**src/rtl/game_tick_pkg.sv**
```systemverilog
// Shared types for the game tick scheduler: configuration opcodes and
// per-channel state encoding.
package game_tick_pkg;

    typedef enum logic [1:0] {
        CFG_NOP    = 2'b00,
        CFG_LOAD   = 2'b01,
        CFG_STOP   = 2'b10,
        CFG_RESUME = 2'b11
    } cfg_op_e;

    typedef enum logic [1:0] {
        CH_IDLE = 2'b00,
        CH_RUN  = 2'b01,
        CH_DONE = 2'b10
    } ch_state_e;

endpackage

```
**src/rtl/tick_scheduler_channel.sv**
```systemverilog
// One tick channel: down-counter clocked by the shared base strobe, with
// free-run / one-shot modes and stop/resume control. A config strobe on this
// channel takes priority over the base-strobe update in the same cycle.
module tick_channel
    import game_tick_pkg::*;
#(
    parameter int CNT_W          = 10,
    parameter int DEFAULT_PERIOD = 0
) (
    input  logic             clk,
    input  logic             reset,
    input  logic             base,
    input  logic             cfg_sel,
    input  cfg_op_e          cfg_op,
    input  logic [CNT_W-1:0] cfg_period,
    input  logic             cfg_oneshot,
    output logic             tick,
    output logic             running,
    output logic             done
);

    ch_state_e        state;
    logic [CNT_W-1:0] cnt;
    logic [CNT_W-1:0] per;
    logic             oneshot;

    // Channel state, counter and tick pulse; config ops win over the base update
    always_ff @(posedge clk or posedge reset) begin
        if (reset) begin
            state   <= CH_RUN;
            cnt     <= CNT_W'(DEFAULT_PERIOD);
            per     <= CNT_W'(DEFAULT_PERIOD);
            oneshot <= 1'b0;
            tick    <= 1'b0;
        end else begin
            tick <= 1'b0;
            if (cfg_sel) begin
                case (cfg_op)
                    CFG_LOAD: begin
                        per     <= cfg_period;
                        cnt     <= cfg_period;
                        oneshot <= cfg_oneshot;
                        state   <= CH_RUN;
                    end
                    CFG_STOP: begin
                        if (state == CH_RUN) begin
                            state <= CH_IDLE;
                        end
                    end
                    CFG_RESUME: begin
                        if (state == CH_IDLE) begin
                            state <= CH_RUN;
                        end else if (state == CH_DONE) begin
                            state <= CH_RUN;
                            cnt   <= per;
                        end
                    end
                    default: begin
                    end
                endcase
            end else if (base && (state == CH_RUN)) begin
                if (cnt == '0) begin
                    tick <= 1'b1;
                    if (oneshot) begin
                        state <= CH_DONE;
                    end else begin
                        cnt <= per;
                    end
                end else begin
                    cnt <= cnt - CNT_W'(1);
                end
            end
        end
    end

    assign running = (state == CH_RUN);
    assign done    = (state == CH_DONE);

endmodule

```
**src/rtl/tick_scheduler.sv**
```systemverilog
// Multi-channel game tick generator: a shared prescaler produces the base
// strobe, pause/step gate it, and cfg_ch selects which channel a config op hits.
module tick_scheduler
    import game_tick_pkg::*;
#(
    parameter int NUM_CH         = 3,
    parameter int PRE_W          = 2,
    parameter int CNT_W          = 10,
    parameter int DEFAULT_PERIOD = 0,
    localparam int CH_W          = (NUM_CH > 1) ? $clog2(NUM_CH) : 1
) (
    input  logic              clk,
    input  logic              reset,
    input  logic              pause,
    input  logic              step,
    input  logic [1:0]        cfg_op,
    input  logic [CH_W-1:0]   cfg_ch,
    input  logic [CNT_W-1:0]  cfg_period,
    input  logic              cfg_oneshot,
    output logic [NUM_CH-1:0] tick,
    output logic [NUM_CH-1:0] running,
    output logic [NUM_CH-1:0] done
);

    logic [PRE_W-1:0]  pre_cnt;
    logic              frozen;
    logic              base;
    logic              cfg_valid;
    cfg_op_e           op;
    logic [NUM_CH-1:0] sel;

    // A step pulse while paused lets exactly one cycle through
    assign frozen    = pause & ~step;
    assign base      = (&pre_cnt) & ~frozen;
    assign op        = cfg_op_e'(cfg_op);
    assign cfg_valid = (op != CFG_NOP) && (int'(cfg_ch) < NUM_CH);

    // Shared prescaler, held whenever the scheduler is frozen
    always_ff @(posedge clk or posedge reset) begin
        if (reset) begin
            pre_cnt <= '0;
        end else if (!frozen) begin
            pre_cnt <= pre_cnt + PRE_W'(1);
        end
    end

    for (genvar i = 0; i < NUM_CH; i++) begin : g_ch
        assign sel[i] = cfg_valid && (cfg_ch == CH_W'(i));

        tick_channel #(
            .CNT_W          (CNT_W),
            .DEFAULT_PERIOD (DEFAULT_PERIOD)
        ) u_ch (
            .clk         (clk),
            .reset       (reset),
            .base        (base),
            .cfg_sel     (sel[i]),
            .cfg_op      (op),
            .cfg_period  (cfg_period),
            .cfg_oneshot (cfg_oneshot),
            .tick        (tick[i]),
            .running     (running[i]),
            .done        (done[i])
        );
    end

endmodule

```
**config.mk**
```make
export PLATFORM = sky130hd
export DESIGN_NAME = tick_scheduler
export DESIGN_NICKNAME = d
export VERILOG_FILES = /design/src/rtl/game_tick_pkg.sv /design/src/rtl/tick_scheduler_channel.sv /design/src/rtl/tick_scheduler.sv
export SDC_FILE = /design/constraint.sdc
export NUM_CORES = 1
export LEC_CHECK = 0
export ABC_CLOCK_PERIOD_IN_PS = 2300
export CORE_MARGIN = 2
export CORE_UTILIZATION = 36
export CTS_BUF_LIST = sky130_fd_sc_hd__clkbuf_8 sky130_fd_sc_hd__clkbuf_16
export CTS_CLUSTER_SIZE = 24
export DETAILED_ROUTE_END_ITERATION = 8
export PLACE_DENSITY_LB_ADDON = 0.15
export SYNTH_ARGS = -nofsm -noshare
export SYNTH_HDL_FRONTEND = slang
export SYNTH_HIERARCHICAL = 1
export SYNTH_SLANG_ARGS = --single-unit
```
**constraint.sdc**
```tcl
create_clock -name clk -period 2.3 [get_ports clk]
set_input_delay 0.23 -clock clk [delete_from_list [all_inputs] [get_ports clk]]
set_output_delay 0.23 -clock clk [all_outputs]
set_load 0.01 [all_outputs]
```
# Word-level counts from Yosys, hierarchy flattened
# Cells that the tools add are included.
# totals
in_bits	19
register_bits	74
output_inout_bits	9
# op_classes
n_eq_ne	32
n_bitwise	4
n_mux	54
n_reduce_logical	34
n_lt_le_gt_ge	1
addsub	4
# ops
cell	n
$mux 10	18
$pmux 10 s2	3
$mux 2	21
$ne 3x3->1 const B	12
$logic_not 10->1	3
$sub 10x1->10 const B	3
$ne 4x4->1 const B	6
$reduce_bool 2->1	10
$pmux 2 s3	3
$reduce_and 6->1	3
$reduce_and 5->1	3
$eq 2x2->1 const B	6
$eq 2x1->1 const B	5
$mux 1	9
$ne 3x2->1 const B	3
$logic_not 2->1	4
$reduce_and 2->1	4
$logic_and 1x1->1	7
$add 2x1->2 const B	1
$and 1x1->1	2
$lt 2x2->1 const B	1
$not 1->1	2

# Depth between registers and ports, before layout
# logic_depth
word_depth	7
mapped_depth	8
ltp_nobuf	7

# Hierarchy
# Netlist, hierarchy kept.
# modules_own_cells
module	cells_per_inst	n_inst	area_each_um2
tick_channel	163	3	1485.2
tick_scheduler	12	1	136.4

# Worst setup path before layout
# No wires, ideal clock.
# synth_path
path_kind	register to register
startpoint	register g_ch[0].u_ch.cnt[0]
endpoint	register g_ch[0].u_ch.cnt[5]
slack_ns	-0.044
stages_incl_launch_ff	9
path_buffers	1
period_less_slack_ns	2.344
arrival_ns	2.220
t_required_ns	2.176
path_cell_list	dfrtp_1 > inv_1 > ha_1 > or4b_4 > or4_4 > buf_6 > a21oi_1 > a2111oi_2 > a211o_1
# synth_between
elab_chain_len	4
word_cells_on_any_way	7
# synth_lines
item	line	rtl
from (decl)	tick_scheduler_channel.sv:23	logic [CNT_W-1:0] cnt;
from (signal assigned)	tick_scheduler_channel.sv:31	cnt <= CNT_W'(DEFAULT_PERIOD);
from (signal assigned)	tick_scheduler_channel.sv:41	cnt <= cfg_period;
from (signal assigned)	tick_scheduler_channel.sv:55	cnt <= per;
$sub 10x1->10 or $logic_not 10->1 (tied branches)	tick_scheduler_channel.sv:70, tick_scheduler_channel.sv:62	
$mux 10	tick_scheduler_channel.sv:62	if (cnt == '0) begin
$mux 10	tick_scheduler_channel.sv:61	end else if (base && (state == CH_RUN)) begin
$mux 10	tick_scheduler_channel.sv:37	if (cfg_sel) begin
# Parallel ways exist; a longest one is shown, timed or not. The select of a mux whose other input is x is not followed.
# A chain may end at the register's enable or synchronous reset.

# Final worst setup path
# layout_path
startpoint	register g_ch[2].u_ch.cnt[1]
endpoint	register g_ch[2].u_ch.cnt[1]
# layout_between
elab_chain_len	4
word_cells_on_any_way	7
# layout_lines
item	line
from (decl)	tick_scheduler_channel.sv:23
from (signal assigned)	tick_scheduler_channel.sv:31
from (signal assigned)	tick_scheduler_channel.sv:41
from (signal assigned)	tick_scheduler_channel.sv:55
$sub 10x1->10 or $logic_not 10->1 (tied branches)	tick_scheduler_channel.sv:70, tick_scheduler_channel.sv:62
$mux 10	tick_scheduler_channel.sv:62
$mux 10	tick_scheduler_channel.sv:61
$mux 10	tick_scheduler_channel.sv:37
# Parallel ways exist; a longest one is shown, timed or not. The select of a mux whose other input is x is not followed.

==> results.cfg <==
[outcome]
status = completed

[placement]
place.gp.congestion = 0.905
place_area_um2 = 5470
numPortBuffers = 27
place_hpwl_um = 9140
post-place-ws_ns = -0.124

[setup_path]
crit_path_start_kind = flop
critPathSlowestCell = or4_4
crit_arrival_ns = 2.49
critical_path_required_ns = 2.52
crit_path_cell_trace = inv_2 > ha_4 > or4b_4 > or4_4 > buf_6 > or2_0 > a21oi_1 > o31ai_1
critPathKind = flop to flop
endpoint_kind = flop
critPathMaxStageDelay_ns = 0.49
worstPathMaxFanout = 6

[clock_network]
cts_inserted_buffers = 9
hold_buffers = 0
clockBufferDepth = 2
cts_max_level = 3
clock_sinks = 74
clk_pin_slew_ns = 0.06
clk_latency_ns = 0.34
cts_tree = done
cts-root-buf = clkbuf_16

[flow_run]
drv_cap = 0

[final_layout]
area_delta_synth_final_pct = 28.5
fin_nets = 615
fillers = 1239
num_antenna_cells = 0
drive_gt1_share_pct = 29.5
final_util_pct = 47.2
fin_area_um2 = 5900

[yosys]
netlist_area_um2 = 4590
netlist_instances = 501
synth.most_common_cell = dfrtp_1
synth_xor_area_share_pct = 1.34
ys.flop_type = dfrtp_1
synth_edf_count = 0
yosysSeqAreaShare_pct = 40.4
yosys.area.top_type = dfrtp_1
synth-compound-area-share_pct = 17.6
synth_nets = 524
ys_top_cells_by_count = dfrtp_1, nand2_1, a21oi_1, mux2_2, o21ai_0
syn_area_per_cell_um2 = 9.17
synth_top_area_share_pct = 38.7
yosysWarnings = 6
ys_top_cells_by_area = dfrtp_1, mux2_2, nand2_1
synth_fa_ha_area_share_pct = 1.09
synth_top_family_by_area = simple AND/OR/NAND/NOR gates
synth-async-reset-ratio_pct = 100
synth_mux_area_share_pct = 11.9
synthSimpleGateAreaFrac_pct = 22.8
ys_seq_elements = 74
yosys.cell_types.count = 46

[floorplan]
start_util_pct = 36.7
dieHeight_um = 117
fp-row-count = 41
core_um2 = 12500
die-area_um2 = 13700
die_w_um = 117
io_pins = 28

[sta]
fin_crit_sh_pct = 99.0
setup_violations = 0
fmax_ghz = 0.439
slew-limit-headroom_pct = 68.1
min_period_ns = 2.28
setup_ws_ns = 0.0225
worst_slew_pin_slew_ns = 0.478
finalSetupTns_ns = 0
slew_viol_final = 0
skew_ns = 0.00429
rsz0062_at_grt = true
hold_viol_final = 0

[routing]
via_per_inst = 5.21
wl_um = 12300
drtPass1Iterations = 4
route.detailed.drc = 0
wl_per_cell_um = 16.0
drtAntennaViolNets = 0
drt_iter0_drc = 215
vias = 4001

[grt]
antenna_found_initial = 0
overflow = 0
grt_pass1_wl_um = 20100
grt_max_degree = 25
grt_pass1_vias = 3957
grt_usage_pct = 19.2

[hold_path]
min_path_type = input pin to async pin

[power_and_ir_drop]
p_per_area_nw_per_um2 = 1030
vdd_drop_max_v = 0.000428
p_leak_nw = 2.65
finalPower_mw = 6.08
-- critical path, delay by kind of cell, from the launching register on --
kind,cells,cell delay [ns]
AO/OA/AOI/OAI,2,0.26
flip-flops,1,0.39
adder cells (fa/ha/maj),1,0.12
AND/OR/NAND/NOR,3,1.15
buffers and inverters,2,0.23
-- logic make-up (layout without fill, tap and decap cells) --
| family | Yosys count | after routing |
|---|---|---|
| DFF | 74 | 74 |
| and+or+nand+nor | 201 | 201 |
| xor gates and xnor gates | 7 | 7 |
| muxes | 49 | 49 |
| AOI/OAI and AO/OA | 126 | 126 |
| buffers and inverters | 40 | 135 |
| adders and majority gates | 4 | 4 |
-- per-stage QoR --
step                      hold slack, ns  instances
after floorplan                  -0.0288        501
after global placement             0.465        743
after detailed placement           0.484        743
after CTS                          0.145        766
after global routing               0.175        768
final                              0.146        768
-- final cells by class --
class                   instances  area [um^2]  area share (%)
multi-input cells             387         2580            43.8
flip-flops and latches         74         1860            31.4
repair buffers                104          917            15.5
clock buffers                  11          253            4.28
well taps                     172          215            3.65
inverters                      16         60.1            1.02
clock inverters                 4         18.8           0.318
-- routing by layer --
layer,up-vias,part of all wire (%),global-route usage (%)
met5,-,0,0
met4,0,2.0,7.84
met3,13,2.2,2.42
met2,44,49,32.1
met1,1974,47,25.3
li1,1970,-,-
-- flip-flops by register name, summed over array words and instances (netlist names) --
name / count
g_ch.u_ch/oneshot: 3
pre_cnt: 2
g_ch.u_ch/state: 6
g_ch.u_ch/per: 30
g_ch.u_ch/cnt: 30
g_ch.u_ch/tick: 3
-- where the power goes --
group          internal (mW)  switching (mW)  total, mW  leakage [nW]
registers               1.73           0.361       2.10         0.906
logic                   1.43            1.25       2.68          1.60
clock network          0.773           0.536       1.31         0.142
-- cell usage in the layout (no fill, tap or decap), types with 4 or more instances in the layout --
| cell type | n |
|---|---|
| clkdlybuf4s50_1 | 27 |
| a21o_1 | 9 |
| a21oi_1 | 38 |
| mux2_2 | 42 |
| inv_1 | 11 |
| buf_6 | 7 |
| o21bai_1 | 6 |
| nor2b_1 | 6 |
| and3_1 | 6 |
| o31ai_1 | 6 |
| nand2_1 | 69 |
| nor3b_1 | 6 |
| nor2_1 | 40 |
| inv_2 | 6 |
| buf_4 | 67 |
| nand3_1 | 6 |
| a21oi_2 | 4 |
| nor4_1 | 6 |
| mux2i_1 | 6 |
| xnor2_1 | 4 |
| nor3_1 | 18 |
| or3_1 | 6 |
| dfrtp_1 | 71 |
| clkbuf_16 | 10 |
| o21ai_0 | 37 |
| o21ai_1 | 5 |
-- final timing paths --
check / to / cells after the start / slack, ns / startpoint
min in group clk: g_ch[0].u_ch/oneshot / 1 / 0.49 / g_ch[0].u_ch/oneshot
hold reg to reg: g_ch[0].u_ch/oneshot / 1 / 0.49 / g_ch[0].u_ch/oneshot
hold / removal: pre_cnt[0] / 2 / 0.15 / reset
max in group asynchronous: g_ch[0].u_ch/state[0] / 3 / 1.33 / reset
setup / recovery: g_ch[2].u_ch/cnt[1] / 8 / 0.02 / g_ch[2].u_ch/cnt[1]
setup reg to reg: g_ch[2].u_ch/cnt[1] / 8 / 0.02 / g_ch[2].u_ch/cnt[1]
-- what timing repair did --
action	in CTS	in global routing
pin swaps	5	7
setup endpoints to repair	14	23
gates resized for setup	8	14
buffers inserted	8	2
gates cloned	0	1
Note: power is estimated with default switching activity, not from simulation.
